### config.mk
export PLATFORM = sky130hd
export DESIGN_NAME = itch_msg_encoder_flat
export DESIGN_NICKNAME = d
export VERILOG_FILES = /design/src/rtl/itch_msg_encoder_if.sv /design/src/rtl/itch_msg_encoder.sv /design/src/flat_wrapper.sv
export SDC_FILE = /design/constraint.sdc
export NUM_CORES = 1
export LEC_CHECK = 0
export CORE_MARGIN = 2
export CORE_UTILIZATION = 58
export DETAILED_ROUTE_END_ITERATION = 10
export PLACE_DENSITY = 0.8
export SYNTH_ARGS = -nofsm -noshare
export SYNTH_HDL_FRONTEND = slang
export SYNTH_SLANG_ARGS = --single-unit
### constraint.sdc
create_clock -name clk_in -period 2.25 [get_ports clk_in]
set_input_delay 0.675 -clock clk_in [delete_from_list [all_inputs] [get_ports clk_in]]
set_output_delay 0.675 -clock clk_in [all_outputs]
set_load 0.005 [all_outputs]
### src/rtl/itch_msg_encoder_if.sv
// Order-event in / ITCH byte-stream out bundle for itch_msg_encoder.
// Latency: n/a (signal grouping only).
// Backpressure: valid_in/ready_out on the event side, valid_out/ready_in on the byte side.
//
// master: upstream event source + downstream byte sink (testbench / replay logic)
// slave : the encoder
interface itch_msg_encoder_if #(
  parameter int PRICE_WIDTH = 31,
  parameter int ID_WIDTH    = 15,
  parameter int QUANT_WIDTH = 7,
  parameter int STOCK_WIDTH = 63
);
  logic                   valid_in;
  logic                   ready_out;
  logic [2:0]             operation_in;
  logic [ID_WIDTH:0]      order_id_in;
  logic                   side_in;
  logic [QUANT_WIDTH:0]   quantity_in;
  logic [STOCK_WIDTH:0]   stock_symbol_in;
  logic [PRICE_WIDTH:0]   price_in;
  logic [7:0]             data_out;
  logic                   valid_out;
  logic                   ready_in;
  logic                   last_out;

  modport master (
    output valid_in, operation_in, order_id_in, side_in, quantity_in,
           stock_symbol_in, price_in, ready_in,
    input  ready_out, data_out, valid_out, last_out
  );

  modport slave (
    input  valid_in, operation_in, order_id_in, side_in, quantity_in,
           stock_symbol_in, price_in, ready_in,
    output ready_out, data_out, valid_out, last_out
  );
endinterface

### src/rtl/itch_msg_encoder.sv
// Serializes one add/cancel/delete order event into a length-prefixed ITCH byte frame.
// Latency: first byte one cycle after accept, then 1 byte/clk (21/25/38 bytes).
// Backpressure: byte stream holds on !ready_in; event side accepts only when idle (or on last beat with ITCH_ENC_BACK2BACK_EN).
//
// Ports: clk_in, reset_in (async, active-low); bus (itch_msg_encoder_if.slave):
//   event in  : valid_in/ready_out, operation_in, order_id_in, side_in, quantity_in, stock_symbol_in, price_in
//   stream out: data_out, valid_out/ready_in, last_out
// Optional macro ITCH_ENC_BACK2BACK_EN: accept the next event on the final beat for zero-bubble frames.
module itch_msg_encoder #(
  parameter int          PRICE_WIDTH  = 31,
  parameter int          ID_WIDTH     = 15,
  parameter int          QUANT_WIDTH  = 7,
  parameter int          STOCK_WIDTH  = 63,
  parameter logic [15:0] STOCK_LOCATE = 16'h0000
) (
  input logic               clk_in,
  input logic               reset_in,
  itch_msg_encoder_if.slave bus
);
  localparam int FRAME_W = 304;  // longest frame (ADD, 38 bytes)

  typedef enum logic {S_IDLE, S_SEND} state_t;

  state_t               r_state, w_state_nxt;
  logic [FRAME_W-1:0]   r_frame, w_frame;
  logic [5:0]           r_cnt, r_len, w_len;
  logic [47:0]          r_ts;
  logic [15:0]          r_trk;
  logic                 r_rdy;
  logic                 w_legal, w_accept, w_beat, w_last, w_load;
  logic [63:0]          w_ref, w_stock;
  logic [31:0]          w_shares, w_price;
  logic [7:0]           w_side;

  // Field formatting: zero-extend numerics, left-justify the symbol over spaces.
  always_comb begin
    w_ref                          = '0;
    w_ref[ID_WIDTH:0]              = bus.order_id_in;
    w_shares                       = '0;
    w_shares[QUANT_WIDTH:0]        = bus.quantity_in;
    w_price                        = '0;
    w_price[PRICE_WIDTH:0]         = bus.price_in;
    w_stock                        = {8{8'h20}};
    w_stock[63 -: STOCK_WIDTH+1]   = bus.stock_symbol_in;
    w_side                         = bus.side_in ? 8'h42 : 8'h53;
  end

  // Whole frame is assembled at accept time and then shifted out MSB-first,
  // so the byte on data_out is always the top byte of r_frame.
  always_comb begin
    w_frame = '0;
    w_len   = '0;
    w_legal = 1'b0;
    case (bus.operation_in)
      3'b001: begin
        w_frame = {16'h0024, 8'h41, STOCK_LOCATE, r_trk, r_ts, w_ref,
                   w_side, w_shares, w_stock, w_price};
        w_len   = 6'd38;
        w_legal = 1'b1;
      end
      3'b010: begin
        w_frame = {16'h0017, 8'h58, STOCK_LOCATE, r_trk, r_ts, w_ref,
                   w_shares, 104'h0};
        w_len   = 6'd25;
        w_legal = 1'b1;
      end
      3'b011: begin
        w_frame = {16'h0013, 8'h44, STOCK_LOCATE, r_trk, r_ts, w_ref, 136'h0};
        w_len   = 6'd21;
        w_legal = 1'b1;
      end
      default: ;
    endcase
  end

  assign w_last = (r_state == S_SEND) && (r_cnt == r_len - 6'd1);
  assign w_beat = (r_state == S_SEND) && bus.ready_in;

`ifdef ITCH_ENC_BACK2BACK_EN
  assign bus.ready_out = r_rdy | (w_last & bus.ready_in);
`else
  assign bus.ready_out = r_rdy;
`endif

  // Illegal opcodes still complete the handshake; w_legal gates the load.
  assign w_accept = bus.valid_in & bus.ready_out;

  always_comb begin
    w_state_nxt = r_state;
    w_load      = 1'b0;
    case (r_state)
      S_IDLE: begin
        if (w_accept && w_legal) begin
          w_load      = 1'b1;
          w_state_nxt = S_SEND;
        end
      end
      S_SEND: begin
        if (w_beat && w_last) w_state_nxt = S_IDLE;
`ifdef ITCH_ENC_BACK2BACK_EN
        if (w_accept && w_legal) begin
          w_load      = 1'b1;
          w_state_nxt = S_SEND;
        end
`endif
      end
      default: w_state_nxt = S_IDLE;
    endcase
  end

  always_ff @(posedge clk_in or negedge reset_in) begin
    if (!reset_in) r_state <= S_IDLE;
    else           r_state <= w_state_nxt;
  end

  always_ff @(posedge clk_in or negedge reset_in) begin
    if (!reset_in) begin
      r_frame <= '0;
      r_cnt   <= '0;
      r_len   <= '0;
      r_ts    <= '0;
      r_trk   <= '0;
      r_rdy   <= 1'b0;
    end else begin
      r_ts  <= r_ts + 48'd1;
      // Registered ready: low through reset, high from the first edge after release.
      r_rdy <= (w_state_nxt == S_IDLE);
      if (w_load) begin
        r_frame <= w_frame;
        r_cnt   <= '0;
        r_len   <= w_len;
        r_trk   <= r_trk + 16'd1;
      end else if (w_beat) begin
        r_frame <= r_frame << 8;
        r_cnt   <= r_cnt + 6'd1;
      end
    end
  end

  assign bus.valid_out = (r_state == S_SEND);
  assign bus.data_out  = r_frame[FRAME_W-1 -: 8];
  assign bus.last_out  = w_last;
endmodule

### src/flat_wrapper.sv
// flat-port wrapper written by rule: the top's interface ports become plain ports
module itch_msg_encoder_flat 
#(
  parameter int          PRICE_WIDTH  = 31,
  parameter int          ID_WIDTH     = 15,
  parameter int          QUANT_WIDTH  = 7,
  parameter int          STOCK_WIDTH  = 63,
  parameter logic [15:0] STOCK_LOCATE = 16'h0000
)
  (clk_in, reset_in, bus_valid_in, bus_operation_in, bus_order_id_in, bus_side_in, bus_quantity_in, bus_stock_symbol_in, bus_price_in, bus_ready_in, bus_ready_out, bus_data_out, bus_valid_out, bus_last_out);
  itch_msg_encoder_if #(.PRICE_WIDTH(PRICE_WIDTH), .ID_WIDTH(ID_WIDTH), .QUANT_WIDTH(QUANT_WIDTH), .STOCK_WIDTH(STOCK_WIDTH)) bus_i ();
  input logic clk_in;
  input logic reset_in;
  input wire logic [$bits(bus_i.valid_in)-1:0] bus_valid_in;
  input wire logic [$bits(bus_i.operation_in)-1:0] bus_operation_in;
  input wire logic [$bits(bus_i.order_id_in)-1:0] bus_order_id_in;
  input wire logic [$bits(bus_i.side_in)-1:0] bus_side_in;
  input wire logic [$bits(bus_i.quantity_in)-1:0] bus_quantity_in;
  input wire logic [$bits(bus_i.stock_symbol_in)-1:0] bus_stock_symbol_in;
  input wire logic [$bits(bus_i.price_in)-1:0] bus_price_in;
  input wire logic [$bits(bus_i.ready_in)-1:0] bus_ready_in;
  output wire logic [$bits(bus_i.ready_out)-1:0] bus_ready_out;
  output wire logic [$bits(bus_i.data_out)-1:0] bus_data_out;
  output wire logic [$bits(bus_i.valid_out)-1:0] bus_valid_out;
  output wire logic [$bits(bus_i.last_out)-1:0] bus_last_out;
  assign bus_i.valid_in = bus_valid_in;
  assign bus_i.operation_in = bus_operation_in;
  assign bus_i.order_id_in = bus_order_id_in;
  assign bus_i.side_in = bus_side_in;
  assign bus_i.quantity_in = bus_quantity_in;
  assign bus_i.stock_symbol_in = bus_stock_symbol_in;
  assign bus_i.price_in = bus_price_in;
  assign bus_i.ready_in = bus_ready_in;
  assign bus_ready_out = bus_i.ready_out;
  assign bus_data_out = bus_i.data_out;
  assign bus_valid_out = bus_i.valid_out;
  assign bus_last_out = bus_i.last_out;
  itch_msg_encoder #(.PRICE_WIDTH(PRICE_WIDTH), .ID_WIDTH(ID_WIDTH), .QUANT_WIDTH(QUANT_WIDTH), .STOCK_WIDTH(STOCK_WIDTH), .STOCK_LOCATE(STOCK_LOCATE)) u_core (.clk_in(clk_in), .reset_in(reset_in), .bus(bus_i));
endmodule
==> metrics.cfg <==
[place]
dp_hpwl_um = 24900
placedCellCount = 2121
placed_cell_area_um2 = 18800
dp_slack_ns = -0.440
io_buffer_count = 138
routabilityCongestion = 0.861

[grt]
grt_pass1_wl_um = 64600
met3_usage_pct = 4.74
grt_use_met2_pct = 43.1
antenna_found_initial = 1
grt_use_met1_pct = 37.5
top_usage_layer = met2
overflow = 0
grt_use_total_pct = 26.8
grt_start_max_net_pins = 80
grt_pass1_vias = 13100

[cells_and_area]
drive_gt1_share_pct = 9.86
fillers = 1938
fin_util_pct = 72.5
stdcell_count = 2194
nNetsFinal = 1919
synthToLayoutAreaGrowth_pct = 23.2
design_area_um2 = 20200

[status]
outcome = finished, violations left
violations = negative setup slack

[cts]
cts_made_buffers = 39
ctsRootBufferMaster = clkbuf_16
cts_hold_buf = 0
numClockSinks = 380
worst_skew_pair.late_latency_ns = 0.52
clk_pin_slew_ns = 0.06
cts_max_path_buffers = 3
cts_tree = yes
cts_max_level = 2

[critical_path]
critPathSlowestCell = dfrtp_1
crit_path_max_incr_delay_ns = 0.39
path_max_fanout = 2
end_kind = primary output
arrival_ns = 2.01
worst_setup_path_start_kind = flop
cp_top_family = flip-flops
cp.required_ns = 1.57
worstPathCellList = inv_2, ha_4, xor2_2, nand3_2, a211oi_2, and2_4, buf_6
critPathKind = reg -> out
worst-path-buf-inv = 2

[route]
drt_iter0_markers = 1136
wl_um = 38700
route.vias.total = 13000
wl_per_cell_um = 17.7
first_pass_iters = 5
remaining_drc_errors = 0
ant_nets = 0
viasPerCell = 5.93

[sta]
setup_slack_ns = -0.440
whs_ns = 0.148
relSlewSlack_pct = 58.1
finalSetupViolations = 1
setup_tns_ns = -0.440
worst_clock_skew_ns = 0.0113
min_period_over_period_pct = 120
rsz0062_at_grt = yes
hold_violations = 0
min_period_ns = 2.69
worst_pin_slew_ns = 0.628
max_freq_ghz = 0.372
finalMaxSlewViolations = 0

[die]
rows = 61
initial_utilization_pct = 58.9
coreArea_um2 = 27800
fp.dieArea_um2 = 29600
num_io_pins = 139
die_h_um = 172
die_w_um = 172

[power]
power.density_nw_per_um2 = 1160
ir_drop_mv = 0.639
leakage_nw = 8.97
total_power_mw = 23.5

[yosys]
async_reset_ff_share_pct = 100
synth_cell_types = 47
synth_edf_count = 0
synth_area_per_cell_um2 = 9.90
synthesis.nets = 1784
synth_warnings = 0
synth_area_um2 = 16400
yosysSeqAreaShare_pct = 58.1
synth.ff_latch_count = 380
synth_top_flop_cell = dfrtp_1
syn_inst = 1652

[worst_hold_path]
worstHoldPathType = in -> async

[run]
drv_cap = 0

[metal layers]
layer	wire (um)	share of wire (%)
met1	17000	44
met2	18400	47
met5	0	0
met4	972	2.5
met3	2380	6.2
[layout make-up]
type | instances | area, um2 | area share [%]
well taps | 378 | 473 | 2.35
flip-flops and latches | 380 | 9510 | 47.2
clock buffers | 60 | 1200 | 5.94
clock inverters | 9 | 100 | 0.497
diodes | 1 | 2.50 | 0.0124
repair buffers | 227 | 2530 | 12.6
multi-input cells | 1127 | 6300 | 31.2
inverters | 12 | 45.0 | 0.224
[timing repair]
item	4_1_cts	5_1_grt
gates resized for setup	11	3
pin swaps	4	3
buffers inserted	1	2
gates cloned	0	0
setup endpoints to repair	2	1
[worst paths after layout]
kind / from / end / slack [ns] / cells past startpoint
worst max-delay path: u_core.r_len[4]$_DFFE_PN0P_ / bus_last_out / -0.44 / 7
worst min-delay path: reset_in / u_core.r_frame[253]$_DFFE_PN0P_ / 0.15 / 1
worst max register to register: u_core.r_ts[2]$_DFF_PN0_ / u_core.r_ts[43]$_DFF_PN0_ / 0.20 / 4
worst min register to register: u_core.r_ts[47]$_DFF_PN0_ / u_core.r_ts[47]$_DFF_PN0_ / 0.47 / 1
max in group asynchronous: reset_in / u_core.r_frame[84]$_DFFE_PN0P_ / 1.44 / 2
min in group clk_in: u_core.r_ts[47]$_DFF_PN0_ / u_core.r_ts[47]$_DFF_PN0_ / 0.47 / 1
[cells in the mapped netlist (4+ instances only)]
cell type	number	area (um2)
buf_4	10	75.1
nand2_1	474	1780
ha_1	4	50.1
o21ai_0	219	1100
nor4_1	17	106
xor2_1	39	342
nand4_1	20	125
a22oi_1	70	526
a22o_1	8	70.1
and2_1	5	31.3
nor4_2	4	50.1
a31oi_1	4	25.0
dfrtp_1	380	9510
and3_1	9	56.3
a2bb2oi_1	116	1020
xnor2_1	31	272
clkbuf_1	88	330
inv_1	12	45.0
nor2_1	25	93.8
a221o_1	9	90.1
buf_1	16	60.1
and4_1	8	70.1
nand3_1	25	125
buf_2	14	70.1
buf_6	4	45.0
nor3_1	16	80.1
[cell families after synthesis]
| family | Yosys count | share of synthesized area [%] |
|---|---|---|
| DFF | 380 | 58.1 |
| adders and majority gates | 4 | 0.306 |
| and+or+nand+nor | 620 | 16.4 |
| AOI/OAI and AO/OA | 433 | 17.6 |
| xor gates and xnor gates | 70 | 3.75 |
| buffers and inverters | 145 | 3.86 |
[state kept, by name, indices dropped and copies added, names as in the netlist]
| register | flops |
|---|---|
| u_core.r_ts | 48 |
| u_core.r_frame | 304 |
| u_core.bus.valid_out | 1 |
| u_core.r_cnt | 6 |
| u_core.bus.ready_out | 1 |
| u_core.r_len | 4 |
| u_core.r_trk | 16 |
[power breakdown]
part	switching, mW	internal (mW)	leakage [nW]
Sequential	1.50	9.28	4.80
Combinational	3.07	3.11	3.54
Clock	2.62	3.89	0.636
Total	7.19	16.3	8.97
[cells in the final DEF (no fill, tap or decap), types with 3 or more instances in the layout]
cell	instances
nor3_1	16
a2bb2oi_1	116
ha_1	3
nand2_1	472
inv_1	10
a22o_1	8
clkbuf_8	10
nor2_1	24
a31oi_1	3
xor2_1	38
nand4_1	20
clkbuf_1	9
clkinv_2	5
buf_4	51
a221o_1	9
a22oi_1	70
nor4_1	17
nor4_2	4
clkdlybuf4s50_1	135
xnor2_1	31
dfrtp_1	380
nand3_1	24
and3_1	8
buf_12	38
and2_1	3
clkbuf_16	41
o21ai_0	219
and4_1	8
Note: power is estimated with default switching activity, not from simulation.
